===== config.mk =====
export PLATFORM = sky130hd
export DESIGN_NAME = sprite_compositor
export DESIGN_NICKNAME = d
export VERILOG_FILES = /design/src/rtl/sprite_pkg.sv /design/src/rtl/sprite_tile_rom.sv /design/src/rtl/sprite_compositor.sv
export SDC_FILE = /design/constraint.sdc
export NUM_CORES = 1
export LEC_CHECK = 0
export CAP_MARGIN = 15
export CORE_ASPECT_RATIO = 1.25
export CORE_MARGIN = 3
export CORE_UTILIZATION = 55
export CTS_BUF_LIST = sky130_fd_sc_hd__clkbuf_4
export CTS_CLUSTER_SIZE = 24
export DETAILED_ROUTE_END_ITERATION = 8
export PLACE_DENSITY_LB_ADDON = 0.05
export SLEW_MARGIN = 30
export SYNTH_ARGS = -nofsm -noshare
export SYNTH_HDL_FRONTEND = slang
export SYNTH_HIERARCHICAL = 1
export SYNTH_SLANG_ARGS = --single-unit

===== constraint.sdc =====
create_clock -name Clk -period 8.1 [get_ports Clk]
set_clock_uncertainty 0.05 [all_clocks]
set_input_delay 1.62 -clock Clk [delete_from_list [all_inputs] [get_ports Clk]]
set_output_delay 1.62 -clock Clk [all_outputs]
set_load 0.05 [all_outputs]

===== src/rtl/sprite_pkg.sv =====
// sprite_pkg: shared sprite attribute type, geometry constants and tile ROM image
package sprite_pkg;
    localparam int NUM_SPR = 4;
    localparam int SPR_W = 4;
    localparam int SPR_H = 4;
    localparam int NUM_TILES = 8;
    localparam int FRAME_W = 24;
    localparam int FRAME_H = 45;
    localparam logic [4:0] TRANSP_CODE = 5'h15;
    localparam int IDX_W = $clog2(NUM_SPR);
    localparam int TILE_W = $clog2(NUM_TILES);
    localparam int ROM_DEPTH = NUM_TILES * SPR_W * SPR_H;
    localparam int ROM_AW = $clog2(ROM_DEPTH);

    typedef struct packed {
        logic [9:0]        x;
        logic [9:0]        y;
        logic [TILE_W-1:0] tile;
        logic              vis;
    } spr_attr_t;

    // Tile image contents; some entries land on TRANSP_CODE to give sprites see-through pixels
    function automatic logic [4:0] tileRomWord(input int addr);
        return 5'((addr * 5 + 3) % 32);
    endfunction
endpackage


===== src/rtl/sprite_tile_rom.sv =====
// sprite_tile_rom: synchronous single-port tile ROM, NUM_TILES*SPR_W*SPR_H x 5 bits
module sprite_tile_rom
    import sprite_pkg::*;
(
    input  logic              Clk,
    input  logic [ROM_AW-1:0] addr,
    output logic [4:0]        data
);
    // Registered read gives the one-cycle ROM stage of the pipeline
    always_ff @(posedge Clk) begin
        data <= tileRomWord(int'(addr));
    end
endmodule


===== src/rtl/sprite_compositor.sv =====
// sprite_compositor: overlays prioritised sprites onto the frame, emitting TRANSP_CODE where uncovered
module sprite_compositor
    import sprite_pkg::*;
(
    input  logic              Clk,
    input  logic              Reset,
    input  logic              VS,
    input  logic [9:0]        DrawX,
    input  logic [9:0]        DrawY,
    input  logic              wr_en,
    input  logic [IDX_W-1:0]  wr_idx,
    input  logic [9:0]        wr_x,
    input  logic [9:0]        wr_y,
    input  logic [TILE_W-1:0] wr_tile,
    input  logic              wr_vis,
    output logic [4:0]        pixelIn,
    output logic              commit_pulse
);
    spr_attr_t         shadowSet [NUM_SPR];
    spr_attr_t         activeSet [NUM_SPR];
    logic              vsD;
    logic              vsFall;
    logic              hitValid;
    logic [ROM_AW-1:0] hitAddr;
    logic              selValid;
    logic              inFrame;
    logic [ROM_AW-1:0] romAddr;
    logic              pixValid;
    logic [4:0]        romData;

    assign vsFall = !VS && vsD;

    // Shadow writes land any time; the active set copies the pre-edge shadow on VS falling edge
    always_ff @(posedge Clk) begin
        if (Reset) begin
            for (int s = 0; s < NUM_SPR; s++) begin
                shadowSet[s] <= '0;
                activeSet[s] <= '0;
            end
            vsD <= 1'b1;
            commit_pulse <= 1'b0;
        end else begin
            vsD <= VS;
            commit_pulse <= vsFall;
            if (vsFall) activeSet <= shadowSet;
            if (wr_en && int'(wr_idx) < NUM_SPR)
                shadowSet[wr_idx] <= '{x: wr_x, y: wr_y, tile: wr_tile, vis: wr_vis};
        end
    end

    // Hit detection at 11 bits so x+SPR_W cannot wrap; scanning downward lets the lowest index win
    always_comb begin
        hitValid = 1'b0;
        hitAddr = '0;
        for (int s = NUM_SPR - 1; s >= 0; s--) begin
            if (activeSet[s].vis
                && {1'b0, DrawX} >= {1'b0, activeSet[s].x}
                && {1'b0, DrawX} < {1'b0, activeSet[s].x} + 11'(SPR_W)
                && {1'b0, DrawY} >= {1'b0, activeSet[s].y}
                && {1'b0, DrawY} < {1'b0, activeSet[s].y} + 11'(SPR_H)) begin
                hitValid = 1'b1;
                hitAddr = ROM_AW'(int'(activeSet[s].tile) * SPR_W * SPR_H
                        + int'(DrawY - activeSet[s].y) * SPR_W
                        + int'(DrawX - activeSet[s].x));
            end
        end
    end

    // Stage 1 registers the winner and frame clip; stage 2 aligns the valid flag with ROM data
    always_ff @(posedge Clk) begin
        if (Reset) begin
            selValid <= 1'b0;
            inFrame <= 1'b0;
            romAddr <= '0;
            pixValid <= 1'b0;
        end else begin
            selValid <= hitValid;
            inFrame <= DrawX < 10'(FRAME_W) && DrawY < 10'(FRAME_H);
            romAddr <= hitAddr;
            pixValid <= selValid && inFrame;
        end
    end

    sprite_tile_rom tileRom (
        .Clk  (Clk),
        .addr (romAddr),
        .data (romData)
    );

    assign pixelIn = pixValid ? romData : TRANSP_CODE;
endmodule


Yosys cells after proc, flatten, opt, wreduce, memory -nomap -nowiden
Cells that the tools add are included.
Storage, ports and cells
  word-level logic and storage cells: 119
  output and inout bits: 6
  bits of input ports: 50
  register bits: 209
Cells by class
  reductions and logical operators: 21
  $add $sub $neg: 25
  bitwise logic cells: 1
  order comparisons: 20
  multiplexer cells: 12
  multipliers: 1
Operators by type and width (count)
  96-bit bitwise mux: 1
  10-bit by 3-bit adder with 11-bit output, second input constant: 8
  10-bit by 11-bit < comparator with 1-bit output: 8
  10-bit >= comparator: 8
  7-bit adder: 8
  24-bit demux with 2-bit select: 1
  7-bit two-way mux: 4
  7-bit subtractor: 4
  24-bit two-way mux: 1
  1-bit logical AND: 20
  5-bit subtractor: 4
  10-bit by 5-bit < comparator with 1-bit output, second input constant: 1
  10-bit by 6-bit < comparator with 1-bit output, second input constant: 1
  7-bit by 3-bit multiplier with 5-bit output, second input constant: 1
  5-bit by 3-bit adder with 5-bit output, second input constant: 1
  5-bit two-way mux: 1
  1-bit two-way mux: 4
  3-bit >= comparator, second input constant: 1
  3-bit by 1-bit < comparator with 1-bit output, second input constant: 1
  2-bit inverter with 3-bit output: 1
  1-bit zero test: 1

Depth between registers and ports, before layout
Gate-level depths: netlist of the first run.
  depth in word-level cells: 9
  gate-level depth with buffers: 13
  mapped depth without buffers: 13

Cells and area by module
Netlist of the first run, hierarchy kept.
By module, submodules not included
  sprite_compositor: times used 1, area an instance 13244.0 µm², cells an instance 1645, seq. area each 4083.9 µm²
  sprite_tile_rom: times used 1, area an instance 256.5 µm², cells an instance 23, seq. area each 100.1 µm²

Least setup slack after synthesis of the first run
Ideal clock, no wire load.
  path type: input-to-reg
  start: input DrawY[0]
  end: register romAddr[6]
  data required time: 7.971 ns
  cell stages on the path: 14
  path buffers: 0
  library setup time: 0.079 ns
  setup slack: 3.299 ns
  arrival: 4.672 ns
  path through: inv_1 -> ha_1 -> inv_1 -> fa_1 -> fa_1 -> ha_1 -> fa_1 -> a21o_1 -> a21oi_1 -> xor2_1 -> xnor2_1 -> nand4_1 -> o31a_1 -> a211oi_2
Between the ends
  longest elaborated chain between the ends: 7
  elaborated cells on any way between the ends: 32
  those cells by class: add/sub: 12; order compare: 8; mux: 4; reduce/logical: 8
RTL lines
  start: declaration: RTL line sprite_compositor.sv:9  | input logic [9:0] DrawY,
  5-bit subtractor / 10-bit >= comparator (equally long branches): RTL line sprite_compositor.sv:63, sprite_compositor.sv:59
  7-bit adder / 1-bit logical AND (equally long branches): RTL line sprite_compositor.sv:63, sprite_compositor.sv:59
  7-bit adder / 1-bit logical AND (equally long branches): RTL line sprite_compositor.sv:64, sprite_compositor.sv:60
  7-bit two-way mux (3 in a row): RTL line sprite_compositor.sv:56  | if (activeSet[s].vis
  7-bit two-way mux (*): RTL line sprite_compositor.sv:56
  end signal: assignment: RTL line sprite_compositor.sv:79  | romAddr <= hitAddr;
  end: declaration: RTL line sprite_compositor.sv:27  | logic [ROM_AW-1:0] romAddr;
Every way passes the cells marked *; elsewhere a longest branch is shown, timed or not.
A chain may end at the register's enable or synchronous reset.

Worst setup path in the final report of the first run
  start: input DrawY[1]
  end: register romAddr[4]
The elaborated chain is that of the path after synthesis.

==> impl_metrics.csv, run 1 <==
group,metric,value,unit
outcome,status,"complete, no violations",
floorplanning,initial_utilization,56.1,%
clock_tree,cts_root_buf,"clkbuf_4",
clock_tree,ctsHoldBuffers,0,
pwr,intPower,1.22,mW
global_routing,overflow,0,
timing,hold_violations,0,
clock_tree,cts_buffers,17,
yosys,avgSynthCellArea,8.05,um^2
timing,period_needed,4.58,ns
floorplanning,dieArea,0.0239,mm^2
cells_and_area,layout-area-overhead-vs-synth,7.85,%
timing,slew_headroom,38.3,%
clock_tree,ctsResizeCount,0,
place,hpwl,22700,um
pwr,comb_power_share,17.9,%
pwr,power.density,137,mW/mm^2
worst_setup_path,crit_type,"in -> reg",
clock_tree,cts_setup_buffers,0,
timing,rsz0062_at_grt,"false",
pwr,p_seq_share,54.6,%
routing,num_vias,10100,
worst_setup_path,path_max_fanout,9,
clock_tree,clk_latency,0.58,ns
floorplanning,rows,60,
place,placed_cell_area,0.0128,mm^2
yosys,yosysWarnings,6,
clock_tree,htreeDepth,4,
pwr,power_frac_clock,27.6,%
floorplanning,ioPinCount,56,
cells_and_area,drive_above_1_share,3.78,%
cells_and_area,multi_input_area,0.00755,mm^2
routing,first_iter_violations,528,
cells_and_area,finalCoreUtilization,60.5,%
place,gp_congestion,0.898,
global_routing,grt_pass1_wl,50600,um
worst_setup_path,startpoint,"DrawY[1]",
pwr,p_sw,0.572,mW
min_path,hold_path.class,"reg -> reg",
floorplanning,core_area,0.0216,mm^2
routing,vias_per_cell,5.59,
routing,remaining_drc_errors,0,
pwr,max-vdd-ir-drop,0.000107,V
timing,setup_viol_count_final,0,
worst_setup_path,crit_arrival,5.02,ns
global_routing,antenna_found_initial,1,
worst_setup_path,cp.required,8.54,ns
worst_setup_path,worst_r2r_startpoint,"activeSet[64]",
routing,detail_route.wl_per_cell,17.4,um
pwr,sw_frac_of_total,32.0,%
yosys,synth_nets,1763,
cells_and_area,nFillCells,2072,
pwr,total_power,1.79,mW
place,port_buffers,53,
yosys,netlist_instances,1507,
timing,tightestPinTransition,0.926,ns
floorplanning,die_x,139,um
timing,fmaxAchievable,218,MHz
clock_tree,clock_path_buffers,2,
timing,tns,0,ns
clock_tree,clkTransAtPathRegs,0.16,ns
timing,slew_viol_final,0,
global_routing,grt_pass1_vias,9605,
global_routing,grt_usage,26.6,%
yosys,syn_area,0.0121,mm^2
floorplanning,die_h,172,um
timing,fin_crit_sh,56.6,%
worst_setup_path,end_kind,"flip-flop",
clock_tree,cts_tree,"yes",
routing,routed_wl,31600,um
timing,hold_ws,0.378,ns
pwr,p_leak,4.81,nW
cells_and_area,num-nets-final,1778,
cells_and_area,regArea,0.00382,mm^2
cells_and_area,stdcell_area,0.0131,mm^2
job,cap_violations,0,
clock_tree,cts.sinks,191,
routing,drt.antenna.violating_nets,0,
routing,drt_first_pass_iters,4,
global_routing,grt_max_degree,120,
worst_setup_path,start_kind,"input port",
min_path,hp-start,"romAddr[0]",
## cell type report
class,instances,area share [%]
Tap cell,279,2.67
Timing Repair Buffer,61,4.58
Sequential cell,191,29.2
Antenna cell,1,0.0191
Inverter,135,3.87
Multi-Input combinational cell,1116,57.7
Clock inverter,14,0.947
Clock buffer,17,0.976
## registers in the layout, summed over array words and instances, names as in the netlist
register	cells
shadowSet	88
activeSet	88
inFrame	1
romAddr	5
pixValid	1
vsD	1
tileRom/data	5
selValid	1
commit_pulse	1
## cell usage in the layout, fill, tap and decap left out, types with 16 or more instances in the layout
| master | instances |
|---|---|
| ha_1 | 177 |
| dfxtp_1 | 191 |
| clkdlybuf4s50_1 | 52 |
| nand3_1 | 41 |
| nor2_1 | 16 |
| fa_1 | 29 |
| nand2_1 | 370 |
| o21ai_0 | 25 |
| a21o_1 | 16 |
| nand4_1 | 18 |
| inv_1 | 135 |
| clkbuf_4 | 17 |
| xnor2_1 | 56 |
| a21oi_1 | 215 |
## power groups by stage
| stage | Clock (mW) | Sequential [mW] | Combinational, mW |
|---|---|---|---|
| final | 0.493 | 0.976 | 0.319 |
| after global routing | 0.543 | 0.979 | 0.365 |
| after CTS | 0.509 | 0.976 | 0.320 |
| after detailed placement | 0 | 0.996 | 0.317 |
| after global placement | 0 | 0.995 | 0.311 |
| after floorplan | 0 | 0.992 | 0.203 |
## worst max-delay path, stage by stage
cell and delay [ns]:
clkdlybuf4s50_1 0.87, inv_1 0.15, fa_1 0.53, fa_1 0.49, inv_1 0.04, ha_1 0.26
inv_1 0.05, fa_1 0.44, xor2_1 0.16, o31a_1 0.25, o221ai_1 0.15
## worst paths after layout
check                         end  slack [ns]  depth (start not counted)
setup / recovery       romAddr[4]        3.52                         11
hold / removal    tileRom/data[0]        0.38                          1
setup reg to reg       romAddr[1]        4.59                         10
hold reg to reg   tileRom/data[0]        0.38                          1
## routing by layer
| layer | share of wire, % | global-route usage [%] | up-vias |
|---|---|---|---|
| met5 | 0 | 0 | - |
| met4 | 2.1 | 7.57 | 0 |
| met3 | 3.7 | 3.82 | 36 |
| met2 | 49 | 46.1 | 178 |
| met1 | 45 | 34.9 | 4817 |
| li1 | - | - | 5112 |
## through the flow
stage | setup WS, ns | cells
global route | 3.35 | 1814
global placement | 2.97 | 1782
finish | 3.52 | 1814
floorplan | 3.88 | 1507
detailed placement | 2.92 | 1782
CTS | 3.54 | 1813
Note: power is estimated with default switching activity, not from simulation.
==> run 2, diff against run 1 <==
==> constraint.sdc (replaced) <==
create_clock -name Clk -period 4.1 [get_ports Clk]
set_clock_uncertainty 0.05 [all_clocks]
set_input_delay 0.82 -clock Clk [delete_from_list [all_inputs] [get_ports Clk]]
set_output_delay 0.82 -clock Clk [all_outputs]
set_load 0.05 [all_outputs]
==> run 2 against run 1 <==
- die area unchanged
- first-iteration DRC count up 26%
- count of clock-buffer cells in the layout unchanged
- final area up 2.0%
- global-route usage up 0.96 points
- sequential cell count unchanged
- cell count up 1.5%
- worst setup slack worse by 3.0 ns
- sequential share of layout area down 0.57 points
- worst hold slack better by 0.021 ns
- sequential power up 98%
- largest power group unchanged
==> impl_metrics.csv, run 2 (synthesized netlist as in run 1, its figures left out) <==
group,metric,value,unit
outcome,status,"complete, no violations",
pwr,p_leak,4.97,nW
floorplanning,dieArea,0.0239,mm^2
pwr,comb_power_share,17.7,%
place,port_buffers,53,
pwr,total_power,3.69,mW
place,gp_congestion,0.900,
pwr,p_sw,1.19,mW
pwr,power_frac_clock,29.9,%
floorplanning,ioPinCount,56,
worst_setup_path,path_max_fanout,3,
cells_and_area,final_cell_mix,"370 x nand2_1, 215 x a21oi_1, 191 x dfxtp_1, 177 x ha_1, 135 x inv_1",
cells_and_area,stdcell_area,0.0133,mm^2
floorplanning,initial_utilization,56.1,%
worst_setup_path,path_cells,"clkdlybuf4s50_1, inv_1, ha_1, fa_1, fa_1, inv_1, ha_1, inv_1, fa_1, xor2_1, o31a_1, o221ai_1",
routing,detail_route.wl_per_cell,17.6,um
clock_tree,htreeDepth,4,
pwr,p_seq_share,52.4,%
worst_setup_path,slowest_stage,"clkdlybuf4s50_1",
timing,tightestPinTransition,0.880,ns
worst_setup_path,endpoint,"romAddr[4]",
worst_setup_path,r2r-end,"romAddr[1]",
routing,num_vias,10400,
floorplanning,core_area,0.0216,mm^2
worst_setup_path,start_kind,"input port",
floorplanning,die_h,172,um
clock_tree,cts.sinks,191,
routing,drt.antenna.violating_nets,0,
worst_setup_path,crit_arrival,4.02,ns
cells_and_area,top_regs,"activeSet: 88 flops, shadowSet: 88 flops",
global_routing,overflow,0,
floorplanning,die_x,139,um
floorplanning,rows,60,
timing,fmaxAchievable,283,MHz
clock_tree,clkTransAtPathRegs,0.18,ns
routing,routed_wl,32400,um
worst_setup_path,critPathTopFamily,"adder cells",
worst_setup_path,crit_path_max_incr_delay,0.51,ns
timing,slew_viol_final,0,
global_routing,grt_max_degree,92,
min_path,hold_path.class,"reg -> reg",
timing,rsz0062_at_grt,"false",
pwr,intPower,2.50,mW
place,dp.cells,1810,
global_routing,grt_pass1_vias,9967,
clock_tree,cts_setup_buffers,0,
cells_and_area,drive_above_1_share,5.63,%
routing,drt_first_pass_iters,5,
min_path,hp-start,"shadowSet[87]",
clock_tree,ctsHoldBuffers,0,
worst_setup_path,worst_r2r_startpoint,"activeSet[64]",
place,dp_slack,-0.0669,ns
cells_and_area,layout-area-overhead-vs-synth,10.0,%
job,cap_violations,0,
timing,period_needed,3.54,ns
clock_tree,cts_root_buf,"clkbuf_4",
worst_setup_path,cp.depth,12,
global_routing,antenna_found_initial,1,
pwr,sw_frac_of_total,32.3,%
cells_and_area,final_common_cell,"nand2_1",
routing,first_iter_violations,667,
clock_tree,clk_latency,0.60,ns
timing,fin_crit_sh,86.3,%
worst_setup_path,startpoint,"DrawY[0]",
global_routing,grt_pass1_wl,52500,um
place,placed_cell_area,0.0130,mm^2
worst_setup_path,end_kind,"flip-flop",
clock_tree,clock_path_buffers,2,
worst_setup_path,path_buf_inv,4,
pwr,max-vdd-ir-drop,0.000214,V
worst_setup_path,rr_worst_depth,10,
cells_and_area,num-nets-final,1806,
timing,hold_ws,0.399,ns
clock_tree,cts_tree,"yes",
timing,setup_ws,0.563,ns
timing,tns,0,ns
worst_setup_path,crit_type,"in -> reg",
timing,slew_headroom,41.2,%
clock_tree,ctsResizeCount,0,
cells_and_area,nFillCells,2088,
cells_and_area,finalCoreUtilization,61.7,%
clock_tree,cts_buffers,17,
timing,hold_violations,0,
cells_and_area,final-instance-count-excl-fill,1842,
global_routing,grt_usage,27.6,%
routing,vias_per_cell,5.65,
place,hpwl,24200,um
timing,setup_viol_count_final,0,
worst_setup_path,cp.required,4.58,ns
worst_setup_path,reg2reg_slack,0.83,ns
pwr,power.density,276,mW/mm^2
routing,remaining_drc_errors,0,
[run 2: worst min path at each step]
stage / endpoint / slack [ns] / cells after the start
6_report: activeSet[87] / 0.40 / 2
5_1_grt: activeSet[87] / 0.41 / 2
4_1_cts: activeSet[95] / 0.40 / 2
3_5_place_dp: tileRom/data[0] / 0.37 / 1
3_3_place_gp: tileRom/data[0] / 0.38 / 1
2_1_floorplan: tileRom/data[0] / 0.32 / 1
[run 2: layer usage]
metal  up-vias  track usage (%)  part of all wire [%]
met3        52             3.04                   4.3
met2       266             45.7                    47
met1      4905             37.9                    46
li1       5183                -                     -
met4         0             9.06                   2.9
met5         -                0                     0
[run 2: worst min-delay path: stages (launching register included)]
cell	delay (ns)
dfxtp_1	0.34
nand2_1	0.05
a21oi_1	0.05
[run 2: cell type report]
type | count | area (um^2) | share of cell area [%]
clock inverter | 14 | 168 | 1.26
clock buffer | 17 | 128 | 0.957
tap | 279 | 349 | 2.62
timing repair buffer | 89 | 815 | 6.11
antenna | 1 | 2.50 | 0.0188
sequential | 191 | 3820 | 28.7
inverter | 135 | 507 | 3.80
multi-input combinational | 1116 | 7550 | 56.6
[run 2: power by group through the flow]
stage	Clock [mW]	Combinational, mW	Sequential, mW
final	1.10	0.653	1.93
after detailed placement	0	0.647	1.97
after global placement	0	0.632	1.97
after global routing	1.19	0.745	1.94
after floorplan	0	0.402	1.96
after CTS	1.12	0.654	1.93
